[src/rtl/kbd_mouse_bridge.sv]
// Keyboard/mouse strobe consumer: per-mouse H/V/wheel counters,
// a keycode FIFO for the keyboard serialiser and OSD key events.
module kbd_mouse_bridge #(
    parameter int KBD_DEPTH = 8,
    parameter int INVERT_Y  = 0
) (
    input  logic       clk_sys,
    input  logic       reset_n,
    input  logic       kms_strobe,
    input  logic [1:0] kms_type,
    input  logic [7:0] kms_data,
    input  logic       mouse_idx,
    output logic [7:0] m0_hcnt,
    output logic [7:0] m0_vcnt,
    output logic [7:0] m0_wheel,
    output logic [7:0] m1_hcnt,
    output logic [7:0] m1_vcnt,
    output logic [7:0] m1_wheel,
    input  logic       kbd_rd,
    output logic [7:0] kbd_data,
    output logic       kbd_empty,
    output logic       kbd_overflow,
    input  logic       kbd_ovf_clr,
    output logic [7:0] osd_key,
    output logic       osd_key_valid
);

    localparam int AW = $clog2(KBD_DEPTH);

    typedef enum logic [1:0] {
        IDLE   = 2'd0,
        WAIT_Y = 2'd1,
        WAIT_W = 2'd2
    } state_t;

    state_t     r_state;
    state_t     w_state_nxt;
    logic       w_x_en;
    logic       w_y_en;
    logic       w_w_en;
    logic       r_idx;
    logic [7:0] r_hcnt  [2];
    logic [7:0] r_vcnt  [2];
    logic [7:0] r_wheel [2];

    logic [7:0] r_mem [KBD_DEPTH];
    logic [AW:0] r_wp;
    logic [AW:0] r_rp;
    logic        w_full;
    logic        w_empty;
    logic        w_push;
    logic        w_pop;
    logic        w_wr;
    logic        r_ovf;
    logic [7:0]  r_osd;
    logic        r_osd_v;

    always_ff @(posedge clk_sys) begin
        if (!reset_n) r_state <= IDLE;
        else          r_state <= w_state_nxt;
    end

    always_comb begin
        w_state_nxt = r_state;
        w_x_en      = 1'b0;
        w_y_en      = 1'b0;
        w_w_en      = 1'b0;
        if (kms_strobe) begin
            unique case (kms_type)
                2'd0: begin
                    w_x_en      = 1'b1;
                    w_state_nxt = WAIT_Y;
                end
                2'd1: begin
                    if (r_state == WAIT_Y) begin
                        w_y_en      = 1'b1;
                        w_state_nxt = WAIT_W;
                    end else if (r_state == WAIT_W) begin
                        w_w_en      = 1'b1;
                        w_state_nxt = IDLE;
                    end
                end
                default: ;
            endcase
        end
    end

    // Y and wheel go to the mouse latched by the X strobe.
    always_ff @(posedge clk_sys) begin
        if (!reset_n) begin
            r_idx <= 1'b0;
            for (int i = 0; i < 2; i++) begin
                r_hcnt[i]  <= 8'h00;
                r_vcnt[i]  <= 8'h00;
                r_wheel[i] <= 8'h00;
            end
        end else begin
            if (w_x_en) begin
                r_idx <= mouse_idx;
                r_hcnt[mouse_idx] <= r_hcnt[mouse_idx] + kms_data;
            end
            if (w_y_en) begin
                if (INVERT_Y != 0)
                    r_vcnt[r_idx] <= r_vcnt[r_idx] - kms_data;
                else
                    r_vcnt[r_idx] <= r_vcnt[r_idx] + kms_data;
            end
            if (w_w_en)
                r_wheel[r_idx] <= r_wheel[r_idx] + kms_data;
        end
    end

    assign w_empty = (r_wp == r_rp);
    assign w_full  = (r_wp[AW] != r_rp[AW]) &&
                     (r_wp[AW-1:0] == r_rp[AW-1:0]);
    assign w_push  = kms_strobe && (kms_type == 2'd2);
    assign w_pop   = kbd_rd && !w_empty;
    assign w_wr    = w_push && (!w_full || w_pop);

    always_ff @(posedge clk_sys) begin
        if (w_wr) r_mem[r_wp[AW-1:0]] <= kms_data;
    end

    always_ff @(posedge clk_sys) begin
        if (!reset_n) begin
            r_wp    <= '0;
            r_rp    <= '0;
            r_ovf   <= 1'b0;
            r_osd   <= 8'h00;
            r_osd_v <= 1'b0;
        end else begin
            if (w_wr)  r_wp <= r_wp + 1'b1;
            if (w_pop) r_rp <= r_rp + 1'b1;
            // A drop in the same cycle as a clear wins.
            if (w_push && w_full && !w_pop) r_ovf <= 1'b1;
            else if (kbd_ovf_clr)           r_ovf <= 1'b0;
            r_osd_v <= kms_strobe && (kms_type == 2'd3);
            if (kms_strobe && (kms_type == 2'd3))
                r_osd <= kms_data;
        end
    end

    assign m0_hcnt       = r_hcnt[0];
    assign m0_vcnt       = r_vcnt[0];
    assign m0_wheel      = r_wheel[0];
    assign m1_hcnt       = r_hcnt[1];
    assign m1_vcnt       = r_vcnt[1];
    assign m1_wheel      = r_wheel[1];
    assign kbd_data      = r_mem[r_rp[AW-1:0]];
    assign kbd_empty     = w_empty;
    assign kbd_overflow  = r_ovf;
    assign osd_key       = r_osd;
    assign osd_key_valid = r_osd_v;

endmodule
[config.mk]
export PLATFORM = sky130hd
export DESIGN_NAME = kbd_mouse_bridge
export DESIGN_NICKNAME = d
export VERILOG_FILES = /design/src/rtl/kbd_mouse_bridge.sv
export SDC_FILE = /design/constraint.sdc
export NUM_CORES = 1
export LEC_CHECK = 0
export CAP_MARGIN = 25
export CORE_MARGIN = 4
export CORE_UTILIZATION = 50
export DETAILED_ROUTE_END_ITERATION = 6
export GPL_ROUTABILITY_DRIVEN = 0
export PLACE_DENSITY_LB_ADDON = 0.12
export SYNTH_ARGS = -nofsm -noshare
export SYNTH_HDL_FRONTEND = slang
export SYNTH_SLANG_ARGS = --single-unit
[constraint.sdc]
create_clock -name clk_sys -period 2.9 [get_ports clk_sys]
set_input_delay 0.58 -clock clk_sys [delete_from_list [all_inputs] [get_ports clk_sys]]
set_output_delay 0.58 -clock clk_sys [all_outputs]
set_load 0.01 [all_outputs]
==> run_results.csv <==
group,metric,value,unit
power_and_ir_drop,share_comb_of_total_power,12.1,%
worst_setup_path,path_class,"flop to output pin",
worst_setup_path,worst_path_max_delay_cell,"mux4_2",
cells_and_area,n_antenna_cell,0,
synth,synth_flop_cell,"edfxtp_1",
synth,yosysTopAreaCell,"edfxtp_1",
power_and_ir_drop,power.internal,0.00363,W
synth,synthArstFlopShare,0,%
power_and_ir_drop,peakVddDrop,0.000330,V
clock_tree,cts_buffers,17,
sta,clock.fmax,353,MHz
cells_and_area,final_nets,624,
global_routing,grt_max_degree,24,
sta,fin_crit_sh,97.6,%
worst_setup_path,worstPathArrival,2250,ps
die,die_x,121,um
detailed_routing,wl_per_cell,18.6,um
synth,yosys_register_bits,137,
sta,slew_violations,0,
sta,whs,473,ps
placed_design,io_buffers,82,
synth,syn_area,6370,um^2
worst_setup_path,required,2320,ps
synth,yosysUniqueCellTypes,49,
clock_tree,clockBufferDepth,2,
sta,max_slew_margin,54.6,%
clock_tree,cts_hold_buffers,0,
synth,syn_area_per_cell,13.8,um^2
die,die-area,14600,um^2
die,core,12300,um^2
cells_and_area,drive_above_1_share,19.8,%
detailed_routing,drc,0,
global_routing,antenna_found_initial,0,
synth,netlist_instances,461,
worst_setup_path,cp_max_fo,8,
cells_and_area,area.growth.synth_to_final,28.9,%
power_and_ir_drop,clkPwrFrac,41.5,%
clock_tree,cts_tree,"yes",
synth,synth_edf_count,112,
sta,skew,4.92,ps
clock_tree,post-cts-setup-buffers,0,
synth,syn_nets,503,
power_and_ir_drop,swShare,23.3,%
sta,rsz0062_at_grt,"no",
worst_setup_path,cp-end-kind,"output pin",
global_routing,grt_pass1_wl,22300,um
power_and_ir_drop,power_frac_seq,46.5,%
hold_path,min_path_type,"flop to flop",
placed_design,dp.cells,730,
die,fp.dieH,121,um
synth,yosysSeqAreaShare,60.6,%
power_and_ir_drop,p_per_area,576,nW/um^2
die,row_count,40,
cells_and_area,final_util,67.0,%
sta,hold_violations,0,
detailed_routing,drt_iter0_drc,289,
power_and_ir_drop,p_sw,0.00110,W
detailed_routing,dr.pass1.iters,5,
synth,yosysWarnings,0,
worst_setup_path,startpoint_type,"flop",
global_routing,grt-ovfl-total,0,
clock_tree,cts_root_buf,"clkbuf_16",
sta,fin_crit,2830,ps
sta,setup_viol,0,
placed_design,dpl.hpwl,9670,um
detailed_routing,ant_nets,0,
detailed_routing,totalWireLength,14200,um
global_routing,track_usage,20.4,%
die,ioPinCount,83,
power_and_ir_drop,p_leak,2.98,nW
clock_tree,cts_resized,0,
clock_tree,numClockSinks,137,
clock_tree,clk_pin_slew,60,ps
worst_setup_path,crit_chain,"clkbuf_16 > mux4_2 > mux2_2 > clkdlybuf4s50_1",
cells_and_area,stdcell_count,763,
synth,synth_area_leaders,"edfxtp_1, dfxtp_1, mux4_2",
clock_tree,clk_latency,420,ps
worst_setup_path,critical_path.max_stage_delay,510,ps
job,cap_violations,0,
global_routing,grt_pass1_vias,4260,
outcome,outcome,"finished clean",
detailed_routing,drt-vias-per-instance,5.43,
die,initial_core_util,52.0,%
sta,worstMarginPinSlew,679,ps
synth,synth_top_cell_area_share,52.8,%
clock_tree,htree_levels,4,
detailed_routing,vias,4143,
==> metrics by stage <==
stage	setup TNS (ps)	area, um^2	total power, W	worst slack [ps]
floorplan	0	6370	0.00256	37.3
CTS	0	8190	0.00476	18.6
finish	0	8220	0.00474	70.0
detailed placement	-456	7650	0.00280	-138
global placement	-135	7650	0.00279	-51.9
global route	0	8220	0.00491	13.5
==> critical path: cells and delay by family (launching register included) <==
| kind | cells | cell delay, ps |
|---|---|---|
| flops | 1 | 380 |
| buf+inv | 2 | 650 |
| mux | 2 | 790 |
==> cell usage after synthesis, drive strengths merged, types with 6 or more instances <==
library cell	instances
edfxtp	112
nor2	44
nand2	36
mux2	27
dfxtp	25
ha	23
mux4	16
clkbuf	14
o21ai	14
xor2	14
a21oi	13
a21boi	12
inv	12
xnor2	11
and2	8
o21a	8
nor3b	7
buf	6
nand3	6
nor2b	6
==> layout make-up <==
cell class                 count  area (um^2)
fill                         912         4050
sequential                   137         3870
timing repair buffer         122         1180
clock buffer                  18          429
inverter                      12         45.0
clock inverter                14          108
tap                          168          210
multi-input combinational    292         2380
==> per-layer routing <==
metal,global-route usage (%),share of wire (%),wire (um),vias up
li1,-,-,-,1951
met1,25.0,43,6080,2083
met2,34.9,52,7380,91
met3,5.50,3.6,517,18
met4,7.08,1.3,191,0
met5,0,0,0,-
==> power groups by stage <==
stage               clock, W  combinational [W]  sequential, W
floorplan                  0           0.000315        0.00224
global placement           0           0.000555        0.00224
detailed placement         0           0.000565        0.00224
CTS                  0.00199           0.000569        0.00220
global route         0.00208           0.000626        0.00221
finish               0.00196           0.000571        0.00220
==> cell usage in the layout (no fill, tap or decap), types with 7 or more instances in the layout <==
cell type,count
a21boi_0,10
a21oi_1,13
and2_1,8
buf_4,36
clkbuf_16,18
clkdlybuf4s50_1,82
dfxtp_1,24
edfxtp_1,112
ha_1,23
inv_1,12
mux2_2,27
mux4_2,16
nand2_1,36
nor2_1,44
nor3b_1,7
o21a_1,8
o21ai_0,14
xnor2_1,11
xor2_1,11
==> cells by family (layout without fill, tap and decap cells) <==
logic type,after synthesis,in the layout,share of synthesized area (%)
AOI/OAI and AO/OA,64,64,7.01
and+or+nand+nor,129,129,9.90
xor gates and xnor gates,25,25,3.79
adders and majority gates,26,26,5.46
buffers and inverters,32,166,2.00
DFF,137,137,60.6
muxes,48,48,11.2
==> flip-flops by register name, indices dropped and copies added (netlist names), named ones only <==
name	cells
r_wheel	16
osd_key_valid	1
r_rp	4
r_hcnt	16
osd_key	8
r_mem	64
r_vcnt	16
r_state	2
r_idx	1
r_wp	4
kbd_overflow	1
==> final timing paths <==
kind / start / endpoint / slack [ps] / depth (start not counted)
worst max-delay path: flop / kbd_data[3] / 70 / 4
worst max register to register: flop / r_vcnt[1][6] / 440 / 10
worst min-delay path: osd_key[6] / osd_key[6] / 470 / 2
worst min register to register: osd_key[6] / osd_key[6] / 470 / 2
Power figures use the tool's default switching activity.
